<file path="config.mk">
export PLATFORM = sky130hd
export DESIGN_NAME = frame_signature_monitor
export DESIGN_NICKNAME = d
export VERILOG_FILES = /design/src/rtl/frame_signature_pkg.sv /design/src/rtl/crc16_pixel_step.sv /design/src/rtl/frame_signature_monitor.sv
export SDC_FILE = /design/constraint.sdc
export NUM_CORES = 1
export LEC_CHECK = 0
export ABC_AREA = 1
export ABC_CLOCK_PERIOD_IN_PS = 5200
export CELL_PAD_IN_SITES_DETAIL_PLACEMENT = 0
export CELL_PAD_IN_SITES_GLOBAL_PLACEMENT = 1
export CORE_MARGIN = 2
export CORE_UTILIZATION = 39
export CTS_CLUSTER_SIZE = 24
export DETAILED_ROUTE_END_ITERATION = 16
export PLACE_DENSITY_LB_ADDON = 0.1
export SLEW_MARGIN = 0
export SYNTH_ARGS = -nofsm -noshare
export SYNTH_HDL_FRONTEND = slang
export SYNTH_SLANG_ARGS = --single-unit
</file>
<file path="constraint.sdc">
create_clock -name clock_in -period 5.2 [get_ports clock_in]
set_input_delay 1.04 -clock clock_in [delete_from_list [all_inputs] [get_ports clock_in]]
set_output_delay 1.04 -clock clock_in [all_outputs]
set_load 0.01 [all_outputs]
</file>
<file path="src/rtl/frame_signature_pkg.sv">
// frame_signature_pkg: shared CRC constants and monitor state encoding.
package frame_signature_pkg;
    localparam logic [15:0] CRC_POLY = 16'h1021;
    localparam logic [15:0] CRC_INIT = 16'hFFFF;
    typedef enum logic {IDLE, ACTIVE} state_t;
endpackage

</file>
<file path="src/rtl/crc16_pixel_step.sv">
// crc16_pixel_step: folds one whole pixel word into a CRC-16-CCITT, MSB first, combinationally.
module crc16_pixel_step
    import frame_signature_pkg::*;
#(
    parameter int PIXEL_BITS = 12
) (
    input  logic [15:0]           crc_in,
    input  logic [PIXEL_BITS-1:0] pixel_in,
    output logic [15:0]           crc_out
);
    logic [15:0] c;
    always_comb begin
        c = crc_in;
        for (int i = PIXEL_BITS - 1; i >= 0; i--)
            c = {c[14:0], 1'b0} ^ ((c[15] ^ pixel_in[i]) ? CRC_POLY : 16'h0000);
        crc_out = c;
    end
endmodule

</file>
<file path="src/rtl/frame_signature_monitor.sv">
// frame_signature_monitor: per-frame CRC, pixel count and raster-order check of a video stream,
// with results latched at each falling v_sync.
module frame_signature_monitor
    import frame_signature_pkg::*;
#(
    parameter int WIDTH       = 640,
    parameter int HEIGHT      = 480,
    parameter int WIDTH_BITS  = 10,
    parameter int HEIGHT_BITS = 9,
    parameter int PIXEL_BITS  = 12,
    localparam int CNT_BITS   = $clog2(WIDTH * HEIGHT + 1)
) (
    input  logic                   clock_in,
    input  logic                   reset_in,
    input  logic [WIDTH_BITS-1:0]  pixel_x_in,
    input  logic [HEIGHT_BITS-1:0] pixel_y_in,
    input  logic [PIXEL_BITS-1:0]  pixel_in,
    input  logic                   video_on_in,
    input  logic                   v_sync_in,
    input  logic                   compare_enable_in,
    input  logic [15:0]            expected_signature_in,
    output logic                   frame_done_out,
    output logic [15:0]            signature_out,
    output logic [CNT_BITS-1:0]    pixel_count_out,
    output logic                   order_error_out,
    output logic                   count_error_out,
    output logic                   match_out,
    output logic [15:0]            frame_count_out
);
    state_t                 state_q, state_d;
    logic                   v_sync_q, fall, accept, latch;
    logic [15:0]            crc_q, crc_step, crc_fin;
    logic [CNT_BITS-1:0]    cnt_q, cnt_fin;
    logic                   order_q, order_fin;
    logic [WIDTH_BITS-1:0]  x_q, x_nxt;
    logic [HEIGHT_BITS-1:0] y_q, y_nxt;
    logic                   x_last;

    crc16_pixel_step #(.PIXEL_BITS(PIXEL_BITS)) u_step (
        .crc_in  (crc_q),
        .pixel_in(pixel_in),
        .crc_out (crc_step)
    );

    // Final values fold in the pixel accepted on the fall cycle itself.
    always_comb begin
        fall      = v_sync_q & ~v_sync_in;
        accept    = (state_q == ACTIVE) & video_on_in;
        latch     = fall & (state_q == ACTIVE);
        state_d   = fall ? ACTIVE : state_q;
        crc_fin   = accept ? crc_step : crc_q;
        cnt_fin   = (accept && !(&cnt_q)) ? cnt_q + 1'b1 : cnt_q;
        order_fin = order_q | (accept & ((pixel_x_in != x_q) | (pixel_y_in != y_q)));
        x_last    = pixel_x_in == WIDTH_BITS'(WIDTH - 1);
        x_nxt     = x_last ? '0 : pixel_x_in + 1'b1;
        y_nxt     = !x_last ? pixel_y_in :
                    (pixel_y_in == HEIGHT_BITS'(HEIGHT - 1)) ? '0 : pixel_y_in + 1'b1;
    end

    always_ff @(posedge clock_in or posedge reset_in) begin
        if (reset_in) begin
            state_q         <= IDLE;
            v_sync_q        <= 1'b1;
            crc_q           <= CRC_INIT;
            cnt_q           <= '0;
            order_q         <= 1'b0;
            x_q             <= '0;
            y_q             <= '0;
            frame_done_out  <= 1'b0;
            signature_out   <= '0;
            pixel_count_out <= '0;
            order_error_out <= 1'b0;
            count_error_out <= 1'b0;
            match_out       <= 1'b0;
            frame_count_out <= '0;
        end else begin
            v_sync_q       <= v_sync_in;
            state_q        <= state_d;
            frame_done_out <= latch;
            if (fall) begin
                crc_q   <= CRC_INIT;
                cnt_q   <= '0;
                order_q <= 1'b0;
                x_q     <= '0;
                y_q     <= '0;
            end else begin
                crc_q   <= crc_fin;
                cnt_q   <= cnt_fin;
                order_q <= order_fin;
                if (accept) begin
                    x_q <= x_nxt;
                    y_q <= y_nxt;
                end
            end
            if (latch) begin
                signature_out   <= crc_fin;
                pixel_count_out <= cnt_fin;
                order_error_out <= order_fin;
                count_error_out <= cnt_fin != CNT_BITS'(WIDTH * HEIGHT);
                match_out       <= compare_enable_in & (crc_fin == expected_signature_in);
                frame_count_out <= frame_count_out + 1'b1;
            end
        end
    end
endmodule

</file>
==> results.toml, run 1 <==
[critical_path]
critPathLaunchType = "input pin"
path_max_fanout = 66
r2r_slack_ns = 2.71
cp_data_required_time_ns = 5.49
endpoint_kind = "flip-flop"
worst-setup-path-type = "in2reg"
arrival_ns = 3.42

[placement]
place.detailed.hpwl_mm = 12.5
place_congestion = 0.785
placed_area_sq_um = 7800
place.port_buffers = 106

[clock_network]
cts_resized = 0
cts_tree = "yes"
cts.path.max_buffers = 2
numClockSinks = 112
cts_hold_buf = 0
cts_root_buf = "clkbuf_16"
numCtsBuffers = 9
post-cts-setup-buffer-count = 0
worstSkewPairLatency_ns = 0.36
clk_pin_slew_ns = 0.08
htreeDepth = 3

[drt]
route.vias.total = 5715
ant_nets = 0
drcViolationCount = 0
routed_wl_mm = 16.9
wl_per_cell_um = 13.9
vias_per_cell = 4.72
drt_iter0_drc = 305
first_pass_iters = 5

[pwr]
switching_share_pct = 36.2
p_clk_share_pct = 24.8
peakVddDrop_v = 0.000191
leakage_nw = 4.11
pwr-share-seq_pct = 38.8
power_frac_comb_pct = 36.4
power.switching_w = 0.00112
p_per_area_nw_per_um2 = 382
p_int_w = 0.00198

[global_routing]
grt_pass1_wl_mm = 27.8
antenna_found_initial = 0
grt_pass1_vias = 5434
grt_remaining_overflow = 0
grt_max_degree = 79
track_usage_pct = 19.7

[logic_synthesis]
synth_enable_flop_cells = 0
netlist_instances = 882
syn_avg_cell_area_sq_um = 7.37
synth_top_area_share_pct = 36.6
synth_seq_area_share_pct = 43.4
synth_cell_types = 40
async_flop_share_pct = 100
yosysWarnings = 0
synth_area_leader_cell = "dfrtp_1"
ys_ff_latch = 112
syn-cell-area_sq_um = 6500
synth_ff_type = "dfrtp_1"
mappedNetlistNets = 938
netlist_top_cells_area = "dfrtp_1 37%, nand2_1 19%, dfstp_2 6.9%"

[timing]
hold_viol = 0
slew-limit-headroom_pct = 33.9
finalSetupTns_ns = 0
final-setup-viol-count = 0
rsz0062_at_grt = "no"
worst_pin_slew_ns = 0.991
fmax_ghz = 0.319
min_period_ns = 3.13
hold_ws_ns = 0.471
slew_viol_final = 0
post-route-period-util_pct = 60.2
finClkSkew_ns = 0.0110

[finish]
area_growth_pct = 24.9
diodes = 0
design_area_sq_um = 8120
final_cell_mix = "326 x nand2_1, 106 x clkdlybuf4s50_1, 95 x dfrtp_1"
final_common_cell = "nand2_1"
layout.nets = 1041
drive_gt1_share_pct = 7.07
fin_util_pct = 49.3
fillers = 1694

[floorplan]
rows = 47
die_area_sq_um = 17700
die_h_um = 133
initial_core_util_pct = 39.5
die_x_um = 133
core_area_sq_um = 16500
ios = 107

[hold_path]
hold_class = "reg2reg"

[flow_run]
cap_violations = 0

[status]
outcome = "complete, no violations"
-- synth_stat cells (2+ instances only) --
master    count
nor3_1       15
nand2_2      11
xor2_1       43
nand3_1      65
clkbuf_1     15
nor4_1        4
a22o_1        4
buf_2         3
nand4_1       8
or2_2         6
inv_2         2
nor3_2        2
ha_1          4
xnor2_1      20
inv_1        92
dfstp_2      17
nand2_1     327
o21ai_0      43
dfrtp_1      95
nand2_4       2
nor2_1       59
nand3b_1      9
a21oi_1      17
nor2_4        3
-- path summary, 6_finish.rpt --
| check | from | end | cells past startpoint |
|---|---|---|---|
| setup / recovery | v_sync_in | match_out | 13 |
| hold / removal | frame_count_out[15] | frame_count_out[15] | 1 |
| setup reg to reg | v_sync_q | match_out | 13 |
| hold reg to reg | frame_count_out[15] | frame_count_out[15] | 1 |
| max in group asynchronous | reset_in | cnt_q[7] | 3 |
| min in group asynchronous | reset_in | pixel_count_out[4] | 2 |
-- state kept, by name, summed over array words and instances, names as in the netlist --
register	cells
frame_done_out	1
state_q	1
count_error_out	1
crc_q	16
x_q	10
frame_count_out	16
v_sync_q	1
cnt_q	19
order_q	1
y_q	9
pixel_count_out	19
order_error_out	1
match_out	1
signature_out	16
-- stage by stage --
stage	total power (W)	instances	worst slack, ns
6_report	0.00310	1210	2.07
5_1_grt	0.00333	1210	1.83
4_1_cts	0.00313	1210	2.07
3_5_place_dp	0.00235	1194	1.69
3_3_place_gp	0.00235	1194	1.70
2_1_floorplan	0.00190	882	1.23
-- worst max-delay path: stages --
cell	delay [ns]
clkdlybuf4s50_1	0.47
nor2_4	0.58
nand2_2	0.13
buf_4	0.36
nor2_1	0.18
nand2_1	0.07
nor2_1	0.08
nand2_1	0.06
nor2_1	0.09
nand2_1	0.05
nor2_1	0.11
nand2_1	0.06
o21bai_1	0.12
-- cell families (layout without fill, tap and decap cells) --
family	count (synthesis)	in the layout	share of synthesized area [%]
simple gates	516	516	34.3
flops	112	112	43.4
buf+inv	116	224	6.97
fa+ha+maj	4	4	0.770
xor+xnor	63	63	8.49
compound gates	71	71	6.04
-- layer usage --
metal,routed length [um],GRT usage (%),part of all wire (%)
met1,8480,28.8,50
met3,861,5.02,5.1
met4,114,3.66,0.68
met2,7420,30.1,44
met5,0,0,0
-- cell type report --
class | count | area (sq um) | share of cell area, %
Clock inverter | 5 | 78.8 | 0.970
Timing Repair Buffer | 112 | 1110 | 13.6
Tap cell | 220 | 275 | 3.39
Sequential cell | 112 | 2820 | 34.8
Clock buffer | 11 | 243 | 2.99
Multi-Input combinational cell | 654 | 3230 | 39.7
Inverter | 96 | 368 | 4.53
-- power groups by stage --
stage	combinational, W	clock, W	sequential (W)
detailed placement	0.00113	0	0.00121
global placement	0.00113	0	0.00122
floorplan	0.000675	0	0.00123
global route	0.00128	0.000820	0.00122
CTS	0.00114	0.000790	0.00120
finish	0.00113	0.000770	0.00120
No activity file was read; power rests on OpenSTA's default activity.
==> run 2: changes to the inputs <==
- ABC_CLOCK_PERIOD_IN_PS: 5200 -> 3200
- clock period: 5.2 -> 3.2 ns (I/O delays scaled with it)
==> run 2 against run 1 <==
  * Hold slack improved by 0.0073 ns
  * Global-route usage increased by 0.21 points
  * Clock power increased by 52%
  * Register-to-register slack got worse by 2.0 ns
  * Die area unchanged
  * Critical path type unchanged
  * Critical endpoint is now y_q[8]
  * Largest power group unchanged
==> results.toml, run 2 (synthesized netlist as in run 1, its figures left out) <==
[status]
outcome = "complete, no violations"

[clock_network]
cts_root_buf = "clkbuf_16"
post-cts-setup-buffer-count = 0
worstSkewPairLatency_ns = 0.36
clk_pin_slew_ns = 0.07
htreeDepth = 3
cts.path.max_buffers = 2
cts_hold_buf = 0
numClockSinks = 112
cts_tree = "yes"
numCtsBuffers = 9
cts_resized = 0

[finish]
final_cell_mix = "326 x nand2_1, 106 x clkdlybuf4s50_1, 95 x dfrtp_1"
final_common_cell = "nand2_1"
area_growth_pct = 25.6
layout.nets = 1046
diodes = 0
drive_gt1_share_pct = 7.54
design_area_sq_um = 8160
fillers = 1668
top_regs = "cnt_q: 19 flops, pixel_count_out: 19 flops"

[timing]
finalSetupTns_ns = 0
fmax_ghz = 0.390
post-route-period-util_pct = 80.1
worst_pin_slew_ns = 0.598
finalWorstSetupSlack_ns = 0.638
min_period_ns = 2.56
slew_viol_final = 0
rsz0062_at_grt = "no"
hold_viol = 0
finClkSkew_ns = 0.0102
slew-limit-headroom_pct = 59.9
final-setup-viol-count = 0

[flow_run]
cap_violations = 0

[critical_path]
cp_data_required_time_ns = 3.44
crit_path_max_incr_delay_ns = 0.53
cp_slowest_cell = "clkdlybuf4s50_1"
path_max_fanout = 7
endpoint_kind = "flip-flop"
arrival_ns = 2.81
critPathLaunchType = "input pin"
r2r_slack_ns = 0.76
cp_num_buf_inv = 4
path_delay_family = "buffers and inverters"
path_cells = "clkdlybuf4s50_1 > ha_1 > nand2_1 > nor2_1 > nand3_1 > inv_1 > nand2_1 > inv_1 > nor2_1 > nor2_1 > inv_1 > a32o_1"
worst-setup-path-type = "in2reg"

[floorplan]
core_area_sq_um = 16500
ios = 107
die_area_sq_um = 17700
initial_core_util_pct = 39.5
die_x_um = 133
rows = 47
die_h_um = 133

[global_routing]
grt_pass1_wl_mm = 28.0
grt_remaining_overflow = 0
grt_max_degree = 64
track_usage_pct = 19.9
antenna_found_initial = 0
grt_pass1_vias = 5466

[placement]
place_congestion = 0.855
dp_slack_ns = 0.271
place.port_buffers = 106
placed_area_sq_um = 7870
place.detailed.hpwl_mm = 12.5

[drt]
wl_per_cell_um = 13.8
drt_iter0_drc = 303
first_pass_iters = 6
route.vias.total = 5713
ant_nets = 0
drcViolationCount = 0
routed_wl_mm = 16.8
vias_per_cell = 4.70

[pwr]
p_per_area_nw_per_um2 = 606
peakVddDrop_v = 0.000409
p_clk_share_pct = 23.6
power_frac_comb_pct = 37.0
total_power_w = 0.00495
p_int_w = 0.00314
leakage_nw = 4.13
pwr-share-seq_pct = 39.4
power.switching_w = 0.00181
switching_share_pct = 36.6

[hold_path]
hold_class = "reg2reg"
run 2: path summary, 6_finish.rpt:
kind	start	end	cells after the start
hold reg to reg	frame_count_out[15]	frame_count_out[15]	1
hold / removal	frame_count_out[15]	frame_count_out[15]	1
max in group asynchronous	reset_in	crc_q[0]	3
min in group asynchronous	reset_in	x_q[5]	3
setup / recovery	pixel_x_in[0]	y_q[8]	12
setup reg to reg	cnt_q[0]	count_error_out	16
run 2: cell type report:
type | instances | area [sq um] | share of cell area (%)
Inverter | 96 | 369 | 4.52
Timing Repair Buffer | 117 | 1170 | 14.3
Multi-Input combinational cell | 654 | 3230 | 39.5
Clock buffer | 11 | 243 | 2.97
Sequential cell | 112 | 2820 | 34.6
Clock inverter | 5 | 56.3 | 0.690
Tap cell | 220 | 275 | 3.37
run 2: metrics by stage:
step | hold slack, ns | cells | utilization, %
6_report | 0.479 | 1215 | 49.6
4_1_cts | 0.485 | 1215 | 49.6
3_5_place_dp | 0.466 | 1199 | 47.8
2_1_floorplan | 0.464 | 882 | -
3_3_place_gp | 0.462 | 1199 | 47.8
5_1_grt | 0.499 | 1215 | 49.6
run 2: layer usage:
metal	GRT usage (%)	vias up	share of wire, %
met2	30.6	108	44
met1	28.8	2603	51
met3	4.34	12	4.5
met5	0	-	0
li1	-	2990	-
met4	4.91	0	1.3
run 2: power by group through the flow:
stage	Sequential (W)	Clock (W)	Combinational, W
floorplan	0.00200	0	0.00110
global placement	0.00197	0	0.00185
detailed placement	0.00197	0	0.00184
CTS	0.00195	0.00121	0.00185
global route	0.00199	0.00126	0.00211
finish	0.00195	0.00117	0.00183
==> run 3: changes to the inputs <==
- ABC_CLOCK_PERIOD_IN_PS: 3200 -> 2600
- clock period: 3.2 -> 2.6 ns (I/O delays scaled with it)
==> run 3 against run 2 <==
  * First-iteration DRC count increased by 31%
  * Critical endpoint is now count_error_out
  * Sequential share of layout area fell by 0.91 points
  * Setup slack worse by 0.37 ns
  * Flip-flop and latch count did not move
  * Global-route usage hardly changed
  * Critical path depth grew 4
  * Critical path type is now reg2reg
  * Routed wire length rose by 0.75%
==> results.toml, run 3 (synthesized netlist as in run 1, its figures left out) <==
[critical_path]
path_cells = "ha_1 > nand2_2 > nor2_4 > nand2_2 > nor2_4 > nand2_4 > nand2_8 > inv_6 > nand2_1 > nand2_1 > nor2_1 > nand2_1 > nor2_1 > nand3_1 > nand2_1 > nand2_1"
path_max_fanout = 19
cp_data_required_time_ns = 2.86
crit_path_max_incr_delay_ns = 0.40
arrival_ns = 2.59
cp_common_cell = "nand2_1"
endpoint_kind = "flip-flop"
cp_slowest_cell = "dfrtp_1"
worst-setup-path-type = "reg2reg"
critPathLaunchType = "flip-flop"

[drt]
route.vias.total = 5759
first_pass_iters = 4
wl_met2_mm = 7.27
highest_layer = "met4"
drt_iter0_drc = 398
drcViolationCount = 0
routed_wl_mm = 16.9
vias_per_cell = 4.64
wl_met1_mm = 8.74
wl_met3_um = 689
ant_nets = 0
wl_per_cell_um = 13.7

[floorplan]
core_area_sq_um = 16500
initial_core_util_pct = 39.5
die_area_sq_um = 17700
die_h_um = 133
ios = 107
rows = 47
die_x_um = 133

[finish]
final_cells = 1241
drive_gt1_share_pct = 9.89
area_growth_pct = 29.0
diodes = 0
final_cell_mix = "326 x nand2_1, 106 x clkdlybuf4s50_1, 95 x dfrtp_1"
top_regs = "cnt_q: 19 flops, pixel_count_out: 19 flops"
fillers = 1652
layout.nets = 1072
final_common_cell = "nand2_1"

[clock_network]
numClockSinks = 112
htreeDepth = 3
worstSkewPairLatency_ns = 0.36
clk_pin_slew_ns = 0.08
numCtsBuffers = 9
cts.path.max_buffers = 2
cts_hold_buf = 0
cts_resized = 0
cts_tree = "yes"
cts_root_buf = "clkbuf_16"
post-cts-setup-buffer-count = 0

[status]
outcome = "complete, no violations"

[global_routing]
antenna_found_initial = 0
grt_pass1_vias = 5450
track_usage_pct = 19.9
grt_remaining_overflow = 0
grt_max_degree = 39
grt_pass1_wl_mm = 28.1

[placement]
dp_cells = 1225
place_congestion = 0.848
place.detailed.hpwl_mm = 12.8
place.port_buffers = 106

[pwr]
p_int_w = 0.00393
p_clk_share_pct = 23.3
pwr-share-seq_pct = 38.6
peakVddDrop_v = 0.000545
power_frac_comb_pct = 38.1
p_per_area_nw_per_um2 = 739
switching_share_pct = 36.6
leakage_nw = 4.26
power.switching_w = 0.00227

[flow_run]
cap_violations = 0

[timing]
worst_pin_slew_ns = 0.573
fmax_ghz = 0.429
hold_viol = 0
final-setup-viol-count = 0
finClkSkew_ns = 0.00992
slew_viol_final = 0
finalSetupTns_ns = 0
min_period_ns = 2.33
rsz0062_at_grt = "no"
slew-limit-headroom_pct = 61.7
post-route-period-util_pct = 89.6

[hold_path]
hold_class = "reg2reg"
[run 3: worst paths after layout]
kind | startpoint | slack [ns] | depth (start not counted) | endpoint
max | cnt_q[1] | 0.27 | 16 | count_error_out
min | pixel_count_out[9] | 0.48 | 2 | pixel_count_out[9]
max reg2reg | cnt_q[1] | 0.27 | 16 | count_error_out
min reg2reg | pixel_count_out[9] | 0.48 | 2 | pixel_count_out[9]
max in group asynchronous | reset_in | 1.48 | 3 | crc_q[10]
min in group asynchronous | reset_in | 0.52 | 2 | x_q[7]
[run 3: power groups by stage]
stage | clock [W] | sequential (W) | combinational [W]
5_1_grt | 0.00154 | 0.00245 | 0.00269
6_report | 0.00145 | 0.00239 | 0.00236
3_5_place_dp | 0 | 0.00242 | 0.00238
2_1_floorplan | 0 | 0.00246 | 0.00135
3_3_place_gp | 0 | 0.00242 | 0.00237
4_1_cts | 0.00149 | 0.00240 | 0.00239
[run 3: area by class of cell]
cell class	count	area [sq um]	area share, %
sequential	112	2820	33.7
clock buffer	10	229	2.73
clock inverter	6	71.3	0.850
tap	220	275	3.28
timing repair buffer	143	1390	16.6
inverter	96	369	4.40
multi-input combinational	654	3230	38.5
[run 3: critical path: cells and delay by family (launching register included)]
family / cells / cell delay (ns)
adder cells (fa/ha/maj): 1 / 0.25
AND/OR/NAND/NOR: 14 / 1.46
buffers and inverters: 1 / 0.10
flip-flops: 1 / 0.40
[run 3: routing by layer]
layer  GRT usage, %  up-vias
li1               -     3042
met1           29.7     2601
met2           29.6      100
met3           3.50       16
met4           6.03        0
met5              0        -
[run 3: per-stage QoR]
stage	hold slack, ns	cell area, sq um	setup slack (ns)	utilization, %	power (W)
5_1_grt	0.508	8390	0.0184	50.9	0.00667
3_3_place_gp	0.463	8090	0.0554	49.1	0.00478
4_1_cts	0.487	8390	0.250	50.9	0.00627
2_1_floorplan	0.464	6510	0.616	-	0.00381
6_report	0.483	8390	0.270	50.9	0.00620
3_5_place_dp	0.465	8090	-0.0338	49.1	0.00480
